===== src/rtl/z80_bus_arbiter.sv =====
// z80_bus_arbiter: shares one async-read / sync-write 8-bit RAM between the
// Z80 CPU (stalled via clock enable), a video fetcher and a DMA engine.
// Video has priority over DMA; a stall counter periodically forces a CPU
// cycle so the CPU is never denied for more than CPU_MAX_STALL cycles.
module z80_bus_arbiter #(
  parameter int unsigned CPU_MAX_STALL = 4
) (
  input  logic        clock,
  input  logic        reset_n,
  input  logic [15:0] cpu_address,
  input  logic        cpu_we,
  input  logic [7:0]  cpu_data_o,
  output logic [7:0]  cpu_data_i,
  output logic        cpu_ce,
  input  logic        vid_req,
  input  logic [15:0] vid_address,
  output logic        vid_gnt,
  output logic        vid_valid,
  output logic [7:0]  vid_data,
  input  logic        dma_req,
  input  logic        dma_we,
  input  logic [15:0] dma_address,
  input  logic [7:0]  dma_wdata,
  output logic        dma_gnt,
  output logic        dma_valid,
  output logic [7:0]  dma_rdata,
  output logic [15:0] mem_address,
  output logic        mem_we,
  output logic [7:0]  mem_wdata,
  input  logic [7:0]  mem_rdata
);

  localparam logic [3:0] STALL_LIMIT = 4'(CPU_MAX_STALL);

  typedef enum logic [1:0] {
    OWNER_CPU = 2'd0,
    OWNER_VID = 2'd1,
    OWNER_DMA = 2'd2
  } owner_t;

  owner_t     owner_s;
  logic [3:0] stall_cnt_r;

  // CPU data comes straight from the asynchronous RAM in its own cycle.
  assign cpu_data_i = mem_rdata;

  // Choose this cycle's bus owner: forced CPU at the stall limit, else VID > DMA > CPU.
  always_comb begin
    owner_s = OWNER_CPU;
    if (stall_cnt_r >= STALL_LIMIT) begin
      owner_s = OWNER_CPU;
    end else if (vid_req) begin
      owner_s = OWNER_VID;
    end else if (dma_req) begin
      owner_s = OWNER_DMA;
    end else begin
      owner_s = OWNER_CPU;
    end
  end

  // Drive grants and route the owner's access to the RAM; all enables held off in reset.
  always_comb begin
    mem_address = cpu_address;
    mem_we      = 1'b0;
    mem_wdata   = cpu_data_o;
    cpu_ce      = 1'b0;
    vid_gnt     = 1'b0;
    dma_gnt     = 1'b0;
    if (!reset_n) begin
      mem_address = cpu_address;
    end else begin
      case (owner_s)
        OWNER_CPU: begin
          mem_we = cpu_we;
          cpu_ce = 1'b1;
        end
        OWNER_VID: begin
          mem_address = vid_address;
          vid_gnt     = 1'b1;
        end
        OWNER_DMA: begin
          mem_address = dma_address;
          mem_we      = dma_we;
          mem_wdata   = dma_wdata;
          dma_gnt     = 1'b1;
        end
        default: begin
          mem_address = cpu_address;
        end
      endcase
    end
  end

  // Count consecutive cycles the CPU has been denied; any CPU cycle restarts the count.
  always_ff @(posedge clock or negedge reset_n) begin
    if (!reset_n) begin
      stall_cnt_r <= 4'd0;
    end else if (owner_s == OWNER_CPU) begin
      stall_cnt_r <= 4'd0;
    end else begin
      stall_cnt_r <= stall_cnt_r + 4'd1;
    end
  end

  // Capture read data for video and DMA reads, valid exactly one cycle after the grant.
  always_ff @(posedge clock or negedge reset_n) begin
    if (!reset_n) begin
      vid_valid <= 1'b0;
      vid_data  <= 8'h00;
      dma_valid <= 1'b0;
      dma_rdata <= 8'h00;
    end else begin
      vid_valid <= vid_gnt;
      dma_valid <= dma_gnt & ~dma_we;
      if (vid_gnt) begin
        vid_data <= mem_rdata;
      end
      if (dma_gnt && !dma_we) begin
        dma_rdata <= mem_rdata;
      end
    end
  end

endmodule


===== config.mk =====
export PLATFORM = sky130hd
export DESIGN_NAME = z80_bus_arbiter
export DESIGN_NICKNAME = d
export VERILOG_FILES = /design/src/rtl/z80_bus_arbiter.sv
export SDC_FILE = /design/constraint.sdc
export NUM_CORES = 1
export LEC_CHECK = 0
export CAP_MARGIN = 20
export CORE_ASPECT_RATIO = 0.6
export CORE_MARGIN = 8
export CORE_UTILIZATION = 27
export CTS_CLUSTER_SIZE = 25
export DETAILED_ROUTE_END_ITERATION = 10
export PLACE_DENSITY = 0.71
export RECOVER_POWER = 50
export SLEW_MARGIN = 40
export SYNTH_ARGS = -nofsm -noshare
export SYNTH_HDL_FRONTEND = slang
export SYNTH_SLANG_ARGS = --single-unit

===== constraint.sdc =====
create_clock -name clock -period 4.5 [get_ports clock]
set_clock_uncertainty 0.1 [all_clocks]
set_input_delay 0.9 -clock clock [delete_from_list [all_inputs] [get_ports clock]]
set_output_delay 0.9 -clock clock [all_outputs]
set_load 0.005 [all_outputs]

* Yosys cells after proc, flatten, opt, wreduce, memory -nomap -nowiden
Index checks and enable logic that the tools add are counted.
** Word-level totals
- Register bits after elaboration :: 22
- Latch bits :: 0
- Memory bits (writable) :: 0
- Memory bits (read-only) :: 0
- Input bits :: 78
- Output and inout bits :: 54
- Logic and storage cells :: 30
- Memories :: 0
** Cells by class
- Add/subtract/negate cells :: 1
- Multiply operators :: 0
- Divide/modulo/power cells :: 0
- Magnitude comparators :: 1
- Eq/ne operators :: 2
- Shift operators :: 0
- Mux-type cells :: 16
- Bitwise gates (word level) :: 2
- Reductions and logical operators :: 3
** Operators with widths (number)
- 16-bit case mux with 2 select lines :: 1
- 16-bit 2-to-1 mux :: 1
- 8-bit 2-to-1 mux :: 2
- 1-bit 2-to-1 mux :: 7
- 2-bit 2-to-1 mux :: 3
- 4-bit by 1-bit adder with 4-bit output, second input constant :: 1
- 4-bit by 3-bit >= comparator with 1-bit output, second input constant :: 1
- 4-bit 2-to-1 mux :: 1
- 2-bit by 1-bit == test with 1-bit output, second input constant :: 1
- 2-bit == test, second input constant :: 1
- 2-bit logical NOT :: 1
- 1-bit case mux with 2 select lines :: 1
- 1-bit AND :: 1
- 1-bit logical AND :: 1
- 1-bit logical NOT :: 1
- 1-bit inverter :: 1

* Depth between registers and ports, before layout
Gate-level depths: netlist of the first run.
- Word-level depth :: 7
- Mapped depth :: 7
- Depth with buffers taken out :: 5

* Least setup slack after synthesis of the first run
Ideal clock, no wire load.
- Kind :: in2out
- From :: in vid_req
- To :: out mem_address[10]
- Data arrival time :: 2.411 ns
- Required time :: 3.500 ns
- Slack :: 1.089 ns
- Stages :: 6
- Buffers on the path :: 2
- Cells stage by stage :: or4b_1 > ha_1 > nor2b_4 > buf_6 > buf_12 > mux2_4
** Between the ends
- Longest elaborated chain between the ends :: 5
- Elaborated cells on any way between the ends :: 6
- Those cells by class :: eq/ne: 2; mux: 4
** Ends and longest elaborated chain
- start, declared :: line 15 : input logic vid_req,
- 2-bit 2-to-1 mux * :: line 52 : end else if (vid_req) begin
- 2-bit 2-to-1 mux * :: line 50 : if (stall_cnt_r >= STALL_LIMIT) begin
- 2-bit == test or 2-bit by 1-bit == test with 1-bit output (tied branches) :: line 72 : case (owner_s)
- 16-bit case mux with 2 select lines * :: line 72
- 16-bit 2-to-1 mux * :: line 69 : if (!reset_n) begin
- end, declared :: line 27 : output logic [15:0] mem_address,
Mark *: on every way between the ends. The rest lies on a longest branch, timed or not.

* Worst setup path in the final report of the first run
- From :: in vid_req
- To :: out mem_address[0]
The elaborated chain is that of the path after synthesis.

==> impl_metrics.tcl, run 1 <==
set metrics [dict create \
    clock_sinks 22 \
    vias_per_cell 4.449 \
    drcViolationCount 0 \
    synth_top_cell_area_share 0.3691 \
    initial_utilization 0.2742 \
    irDropWorstVdd_mv 0.3172 \
    grt_pass1_vias 1463 \
    slew_headroom 0.2030 \
    holdBufCountCts 0 \
    power_mw 1.145 \
    ys_types 23 \
    fin_ws_ns 0.2114 \
    syn-mean-instance-area_sq_um 12.53 \
    grt_max_degree 23 \
    wl_met3_um 266 \
    rr_endpoint "vid_data[0]" \
    nets 326 \
    diodes 0 \
    antenna_found_initial 0 \
    setup_viol 0 \
    r2r_setup_slack_ns 2.08 \
    worstHoldPathCells 1 \
    hpwl_mm 4.400 \
    synth_area_leader_cell "dfrtp_1" \
    dpl.cell_count 308 \
    worstHoldPathType "reg2reg" \
    cts_tree "built" \
    ys.flop_type "dfrtp_1" \
    place_congestion 0.7344 \
    period_share 0.9530 \
    required_ns 3.50 \
    core_area_sq_mm 0.005439 \
    cts_buffer_depth 2 \
    rr_worst_depth 5 \
    rsz0062_at_grt "false" \
    dr.pass1.iters 4 \
    maxCapViolations 0 \
    syn2layout_area_growth_pct 93.54 \
    tns_ns 0 \
    maxSlewViolCount 0 \
    seq_area_frac_synth 0.3691 \
    h-tree-depth 1 \
    crit_arrival_ns 3.29 \
    syn-num-nets 201 \
    vias 1388 \
    clock.fmax_mhz 233.2 \
    die_h_um 73.57 \
    worstSetupPathType "in2out" \
    comb_power_share 0.552 \
    cts_setup_buffers 0 \
    tightest_slew_ns 1.196 \
    routedWlPerCell_um 16.62 \
    outcome "finished, final reports clean" \
    holdPathEnd "stall_cnt_r[0]" \
    sw_frac_of_total 0.2764 \
    synthCells 119 \
    switchingPower_mw 0.3166 \
    grt_pass1_wl_mm 7.935 \
    fin_crit_ns 4.289 \
    ctsResizeCount 0 \
    cts_root_buf "clkbuf_8" \
    fp-row-count 21 \
    numCtsBuffers 3 \
    powerDensity_mw_per_mm2 396.8 \
    worstReg2RegStart "stall_cnt_r[2]" \
    leakage_nw 1.244 \
    drive_gt1_frac 0.2058 \
    met1_length_mm 2.204 \
    drt_first_iter_violations 32 \
    cp-end-kind "primary output" \
    syn_area_sq_mm 0.001491 \
    fillerInstances 470 \
    hp-start "stall_cnt_r[0]" \
    ys_top_cells_by_area "dfrtp_1 (37%), mux2_2 (23%), mux2_4 (10%)" \
    die_width_um 112.0 \
    dr_wl_met2_mm 2.694 \
    synth_warnings 0 \
    io_buffers 131 \
    grt.overflow.total 0 \
    ant_nets 0 \
    post-place-ws_ns 0.1853 \
    ys_ff_latch 22 \
    power_frac_clock 0.160 \
    hold_ws_ns 0.3703 \
    path_max_fanout 16 \
    wl_mm 5.185 \
    io_pins 132 \
    clk_pin_slew_ns 0.09 \
    timing.final.hold_violations 0 \
    grt.total_usage 0.1192 \
    top_layer "met4" \
    fin_cells 312 \
    p_int_mw 0.8287 \
    critPathLaunchType "primary input" \
    p_seq_frac 0.288 \
    insertion_delay_ns 0.26 \
    async_reset_ff_frac 1.000 \
    die_area_sq_mm 0.008236 \
    synth-edff-count 0 \
]
==> worst max-delay path, stage by stage <==
cell and delay, ns:
clkdlybuf4s50_1 0.41, or4b_1 0.53, ha_1 0.34, nor2b_4 0.14, buf_12 0.17, mux2_2 0.35
clkdlybuf4s50_1 0.45
==> cell type report <==
class	count	area, sq um	share of cell area
clock buffers	3	41.29	0.01430
well taps	69	86.33	0.02991
clock inverters	1	30.03	0.01040
inverters	5	18.77	0.006502
repair buffers	135	1363	0.4720
flip-flops and latches	22	550.5	0.1907
multi-input cells	77	797.0	0.2761
==> cells in the mapped netlist, types with 2 or more instances <==
| cell | n |
|---|---|
| a22o_1 | 17 |
| buf_2 | 3 |
| buf_4 | 8 |
| buf_6 | 2 |
| dfrtp_1 | 22 |
| ha_1 | 4 |
| inv_1 | 5 |
| mux2_2 | 31 |
| mux2_4 | 10 |
| nor2_1 | 3 |
| nor2b_1 | 2 |
==> power by group through the flow <==
| stage | clock (mW) | sequential (mW) | combinational, mW |
|---|---|---|---|
| 2_1_floorplan | 0 | 0.339 | 0.292 |
| 3_3_place_gp | 0 | 0.332 | 0.670 |
| 3_5_place_dp | 0 | 0.337 | 0.674 |
| 4_1_cts | 0.186 | 0.335 | 0.677 |
| 5_1_grt | 0.194 | 0.341 | 0.685 |
| 6_report | 0.183 | 0.330 | 0.632 |
==> per-layer routing <==
metal | global-route usage | vias to the layer above
li1 | - | 679
met4 | 0.01780 | 0
met1 | 0.1451 | 665
met3 | 0.03610 | 2
met2 | 0.2083 | 42
met5 | 0 | -
==> logic make-up after synthesis <==
| group | synth area share |
|---|---|
| simple gates | 0.06292 |
| mux | 0.3347 |
| compound gates | 0.09983 |
| buf+inv | 0.09396 |
| fa+ha+maj | 0.03356 |
| xor+xnor | 0.005874 |
| flops | 0.3691 |
==> through the flow <==
| stage | utilization | instance area (sq um) |
|---|---|---|
| finish | 0.5307 | 2887 |
| global route | 0.5307 | 2887 |
| CTS | 0.5321 | 2894 |
| detailed placement | 0.5190 | 2823 |
| global placement | 0.5190 | 2823 |
| floorplan | - | 1491 |
==> state kept, by name, summed over array words and instances, names as in the netlist <==
register	flops
dma_rdata	8
vid_data	8
stall_cnt_r	4
dma_valid	1
vid_valid	1
==> how the worst max path moves through the flow <==
stage | from | endpoint | slack (ns)
finish | vid_req | mem_address[0] | 0.21
global route | vid_req | mem_address[15] | 0.09
CTS | vid_req | mem_address[15] | 0.18
detailed placement | vid_req | mem_address[15] | 0.19
global placement | dma_req | mem_address[10] | 0.18
floorplan | vid_req | mem_address[10] | 1.09
==> cells in the final DEF, fill, tap and decap left out, drive strengths merged <==
master and count:
nand2 2, nand3 1, mux2 41, and2 1, ha 4, nor3b 1
buf 3, dlygate4sd3 19, clkbuf 4, inv 5, nand3b 1, or4b 1
a22o 17, and3 1, clkdlybuf4s50 112, nor2 3, xnor2 1, dfrtp 22
nor2b 3, bufinv 1
(Power assumes the default switching activity.)
==> inputs of run 2 (changes only) <==
- CORE_UTILIZATION: 27 -> 34
- PLACE_DENSITY: 0.71 -> 0.88
==> impl_metrics.tcl, run 2 (synthesis gave the netlist of run 1 again) <==
set metrics [dict create \
    cts_setup_buffers 0 \
    r2r_setup_slack_ns 1.86 \
    fin_cells 304 \
    cp-end-kind "primary output" \
    reg_top3 "dma_rdata: 8 flops, vid_data: 8 flops, stall_cnt_r: 4 flops" \
    worstReg2RegStart "stall_cnt_r[2]" \
    tightest_slew_ns 0.6827 \
    required_ns 3.50 \
    syn2layout_area_growth_pct 91.61 \
    numCtsBuffers 3 \
    drt_first_iter_violations 41 \
    drcViolationCount 0 \
    dpl.cell_count 300 \
    rsz0062_at_grt "false" \
    cts_tree "built" \
    core_area_sq_mm 0.004167 \
    die_width_um 101.5 \
    dr.pass1.iters 4 \
    io_buffers 131 \
    worstSetupPathType "in2out" \
    clock.fmax_mhz 231.0 \
    insertion_delay_ns 0.26 \
    diodes 0 \
    period_share 0.9619 \
    fillerInstances 335 \
    rr_worst_depth 7 \
    worstHoldPathType "reg2reg" \
    vias_per_cell 4.576 \
    crit_arrival_ns 3.33 \
    ant_nets 0 \
    sw_frac_of_total 0.2891 \
    path_max_fanout 17 \
    holdBufCountCts 0 \
    power_frac_clock 0.126 \
    clk_pin_slew_ns 0.08 \
    tns_ns 0 \
    clock_sinks 22 \
    leakage_nw 1.244 \
    routedWlPerCell_um 18.18 \
    grt.total_usage 0.1501 \
    maxSlewViolCount 0 \
    irDropWorstVdd_mv 0.2523 \
    slew_headroom 0.5449 \
    die_h_um 67.30 \
    cts_buffer_depth 2 \
    p_seq_frac 0.299 \
    nets 327 \
    final_cell_mix "clkdlybuf4s50_1 (109), mux2_2 (31), dfrtp_1 (22), dlygate4sd3_1 (22), a22o_1 (17)" \
    die_area_sq_mm 0.006831 \
    setup_viol 0 \
    fp-row-count 18 \
    grt_max_degree 28 \
    hpwl_mm 4.690 \
    cts_root_buf "clkbuf_8" \
    post-place-ws_ns 0.1744 \
    ctsResizeCount 0 \
    grt.overflow.total 0 \
    rr_endpoint "dma_rdata[7]" \
    timing.final.hold_violations 0 \
    io_pins 132 \
    fin_ws_ns 0.1714 \
    initial_utilization 0.3580 \
    powerDensity_mw_per_mm2 386.8 \
    final_common_cell "clkdlybuf4s50_1" \
    place_congestion 0.7716 \
    comb_power_share 0.574 \
    p_int_mw 0.7858 \
    grt_pass1_wl_mm 8.059 \
    h-tree-depth 1 \
    worstHoldPathCells 1 \
    drive_gt1_frac 0.2131 \
    fin_crit_ns 4.329 \
    outcome "finished, final reports clean" \
    hp-start "stall_cnt_r[0]" \
    maxCapViolations 0 \
    vias 1391 \
    wl_mm 5.527 \
    critPathLaunchType "primary input" \
    switchingPower_mw 0.3195 \
    holdPathEnd "stall_cnt_r[0]" \
    grt_pass1_vias 1445 \
    antenna_found_initial 0 \
]
[run 2: cell types whose count changed in the layout (fill, tap and decap cells not counted)]
cell | previous run | this run
buf_4 | 1 | 4
clkdlybuf4s50_1 | 112 | 109
dlygate4sd3_1 | 19 | 22
buf_12 | 2 | 1
bufinv_16 | 1 | 0
clkbuf_1 | 1 | 0
clkbuf_8 | 3 | 4
[run 2: worst max path at each step]
stage / from / to / slack (ns) / depth (start not counted)
after floorplan: vid_req / mem_address[10] / 1.09 / 6
after global placement: dma_req / mem_address[1] / 0.20 / 7
after detailed placement: dma_req / mem_address[15] / 0.17 / 6
after CTS: dma_req / mem_address[15] / 0.17 / 7
after global routing: dma_req / mem_address[15] / 0.06 / 6
final: dma_req / mem_address[15] / 0.17 / 6
[run 2: metal layers]
metal	routed length, um	GRT usage	share of wire
met5	0	0	0
met4	27	0.02762	0.0049
met3	374	0.03590	0.068
met2	2896	0.2725	0.52
met1	2227	0.1791	0.40
[run 2: stage by stage]
stage          total power [mW]  instance area, sq um  utilization  hold WS (ns)
4_1_cts                   1.159                  2861       0.6868        0.3629
6_report                  1.105                  2858       0.6859        0.3568
2_1_floorplan            0.6313                  1491            -        0.3250
3_3_place_gp             0.9938                  2806       0.6736        0.3419
3_5_place_dp              1.013                  2806       0.6736        0.3460
5_1_grt                   1.175                  2858       0.6859        0.3957
[run 2: worst max-delay path, cell delays in order]
cell and delay [ns]:
clkdlybuf4s50_1 0.45, or4b_1 0.50, ha_1 0.45, a22o_1 0.30, mux2_2 0.26, clkdlybuf4s50_1 0.47
[run 2: cell type report]
cell class / instances / area, sq um / share of cell area
repair buffers: 136 / 1361 / 0.4764
multi-input cells: 77 / 797.0 / 0.2789
flip-flops and latches: 22 / 550.5 / 0.1926
well taps: 60 / 75.07 / 0.02627
clock buffers: 4 / 55.05 / 0.01926
inverters: 5 / 18.77 / 0.006567
[run 2: power groups by stage]
stage	clock (mW)	sequential [mW]	combinational [mW]
finish	0.140	0.331	0.635
global route	0.152	0.343	0.680
CTS	0.146	0.336	0.677
detailed placement	0	0.339	0.673
global placement	0	0.332	0.662
floorplan	0	0.339	0.292
==> inputs of run 3 (changes only) <==
- MAX_ROUTING_LAYER: unset -> met4
==> impl_metrics.tcl, run 3 (synthesis gave the netlist of run 1 again) <==
set metrics [dict create \
    ant_nets 0 \
    cts_setup_buffers 0 \
    drcViolationCount 0 \
    worstSetupPathType "in2out" \
    syn2layout_area_growth_pct 91.61 \
    reg_top3 "dma_rdata: 8 flops, vid_data: 8 flops, stall_cnt_r: 4 flops" \
    cp-end-kind "primary output" \
    holdBufCountCts 0 \
    ctsResizeCount 0 \
    die_width_um 101.5 \
    leakage_nw 1.244 \
    final_common_cell "clkdlybuf4s50_1" \
    core_area_sq_mm 0.004167 \
    place_congestion 0.7820 \
    clock.fmax_mhz 231.2 \
    routedWlPerCell_um 18.16 \
    drt_first_iter_violations 41 \
    critical-path-max-stage-delay_ns 0.50 \
    fp-row-count 18 \
    clock_sinks 22 \
    powerDensity_mw_per_mm2 386.7 \
    cp_num_buf_inv 2 \
    crit_chain "clkdlybuf4s50_1 > or4b_1 > ha_1 > a22o_1 > mux2_2 > clkdlybuf4s50_1" \
    outcome "finished, final reports clean" \
    initial_utilization 0.3580 \
    maxSlewViolCount 0 \
    cts_tree "built" \
    grt_max_degree 28 \
    fin_ws_ns 0.1756 \
    switchingPower_mw 0.3194 \
    final_cell_mix "clkdlybuf4s50_1 (109), mux2_2 (31), dfrtp_1 (22), dlygate4sd3_1 (22), a22o_1 (17)" \
    top_layer "met4" \
    clk_pin_slew_ns 0.08 \
    power_mw 1.105 \
    io_pins 132 \
    crit_arrival_ns 3.32 \
    timing.final.hold_violations 0 \
    grt_pass1_wl_mm 8.024 \
    irDropWorstVdd_mv 0.2524 \
    drive_gt1_frac 0.2131 \
    cp_slowest_cell "or4b_1" \
    p_seq_frac 0.300 \
    sw_frac_of_total 0.2890 \
    crit_family "buffers and inverters" \
    numCtsBuffers 3 \
    grt.total_usage 0.1548 \
    wl_met3_um 330 \
    p_int_mw 0.7858 \
    tightest_slew_ns 0.6736 \
    hpwl_mm 4.690 \
    h-tree-depth 1 \
    comb_power_share 0.574 \
    power_frac_clock 0.126 \
    met1_length_mm 2.266 \
    period_share 0.9610 \
    diodes 0 \
    path_max_fanout 17 \
    grt_pass1_vias 1448 \
    die_h_um 67.30 \
    io_buffers 131 \
    post-place-ws_ns 0.1744 \
    setup_viol 0 \
    grt.overflow.total 0 \
    vias 1395 \
    fin_crit_ns 4.324 \
    slew_headroom 0.5509 \
    maxCapViolations 0 \
    rsz0062_at_grt "false" \
    wl_mm 5.522 \
    dr.pass1.iters 4 \
    insertion_delay_ns 0.26 \
    dr_wl_met2_mm 2.898 \
    cts_buffer_depth 2 \
    worstHoldPathType "reg2reg" \
    vias_per_cell 4.589 \
    required_ns 3.50 \
    cts_root_buf "clkbuf_8" \
    cpMostUsedCell "clkdlybuf4s50_1" \
    antenna_found_initial 0 \
    die_area_sq_mm 0.006831 \
    critPathLaunchType "primary input" \
    tns_ns 0 \
    nets 327 \
]
run 3: cell counts in the layout (fill, tap and decap cells not counted):
Identical to the previous run, type by type.
run 3: layout make-up:
cell class	instances	area [sq um]
Timing Repair Buffer	136	1361
Fill cell	335	1309
Multi-Input combinational cell	77	797.0
Sequential cell	22	550.5
Tap cell	60	75.07
Clock buffer	4	55.05
Inverter	5	18.77
run 3: stage by stage:
stage / cell area [sq um] / utilization / hold slack [ns] / instances
2_1_floorplan: 1491 / - / 0.3250 / 119
3_3_place_gp: 2806 / 0.6736 / 0.3419 / 300
3_5_place_dp: 2806 / 0.6736 / 0.3460 / 300
4_1_cts: 2861 / 0.6868 / 0.3629 / 304
5_1_grt: 2858 / 0.6859 / 0.3957 / 304
6_report: 2858 / 0.6859 / 0.3563 / 304
run 3: layer usage:
metal | vias up | global-route usage
li1 | 675 | -
met5 | - | -
met3 | 2 | 0.02974
met1 | 666 | 0.1821
met4 | 0 | 0.02762
met2 | 52 | 0.2725
run 3: final timing paths:
| path | from | end | slack (ns) | cells after the start |
|---|---|---|---|---|
| worst max-delay path | dma_req | mem_address[15] | 0.18 | 6 |
| worst min-delay path | stall_cnt_r[0] | stall_cnt_r[0] | 0.36 | 1 |
| worst max register to register | stall_cnt_r[2] | dma_rdata[7] | 1.86 | 7 |
| worst min register to register | stall_cnt_r[0] | stall_cnt_r[0] | 0.36 | 1 |
| max in group asynchronous | reset_n | vid_data[2] | 3.06 | 2 |
| min in group asynchronous | reset_n | vid_data[5] | 1.00 | 2 |
run 3: power groups by stage:
| stage | Clock [mW] | Combinational (mW) | Sequential, mW |
|---|---|---|---|
| 2_1_floorplan | 0 | 0.292 | 0.339 |
| 3_3_place_gp | 0 | 0.662 | 0.332 |
| 3_5_place_dp | 0 | 0.673 | 0.339 |
| 4_1_cts | 0.146 | 0.677 | 0.336 |
| 5_1_grt | 0.152 | 0.680 | 0.343 |
| 6_report | 0.140 | 0.635 | 0.331 |
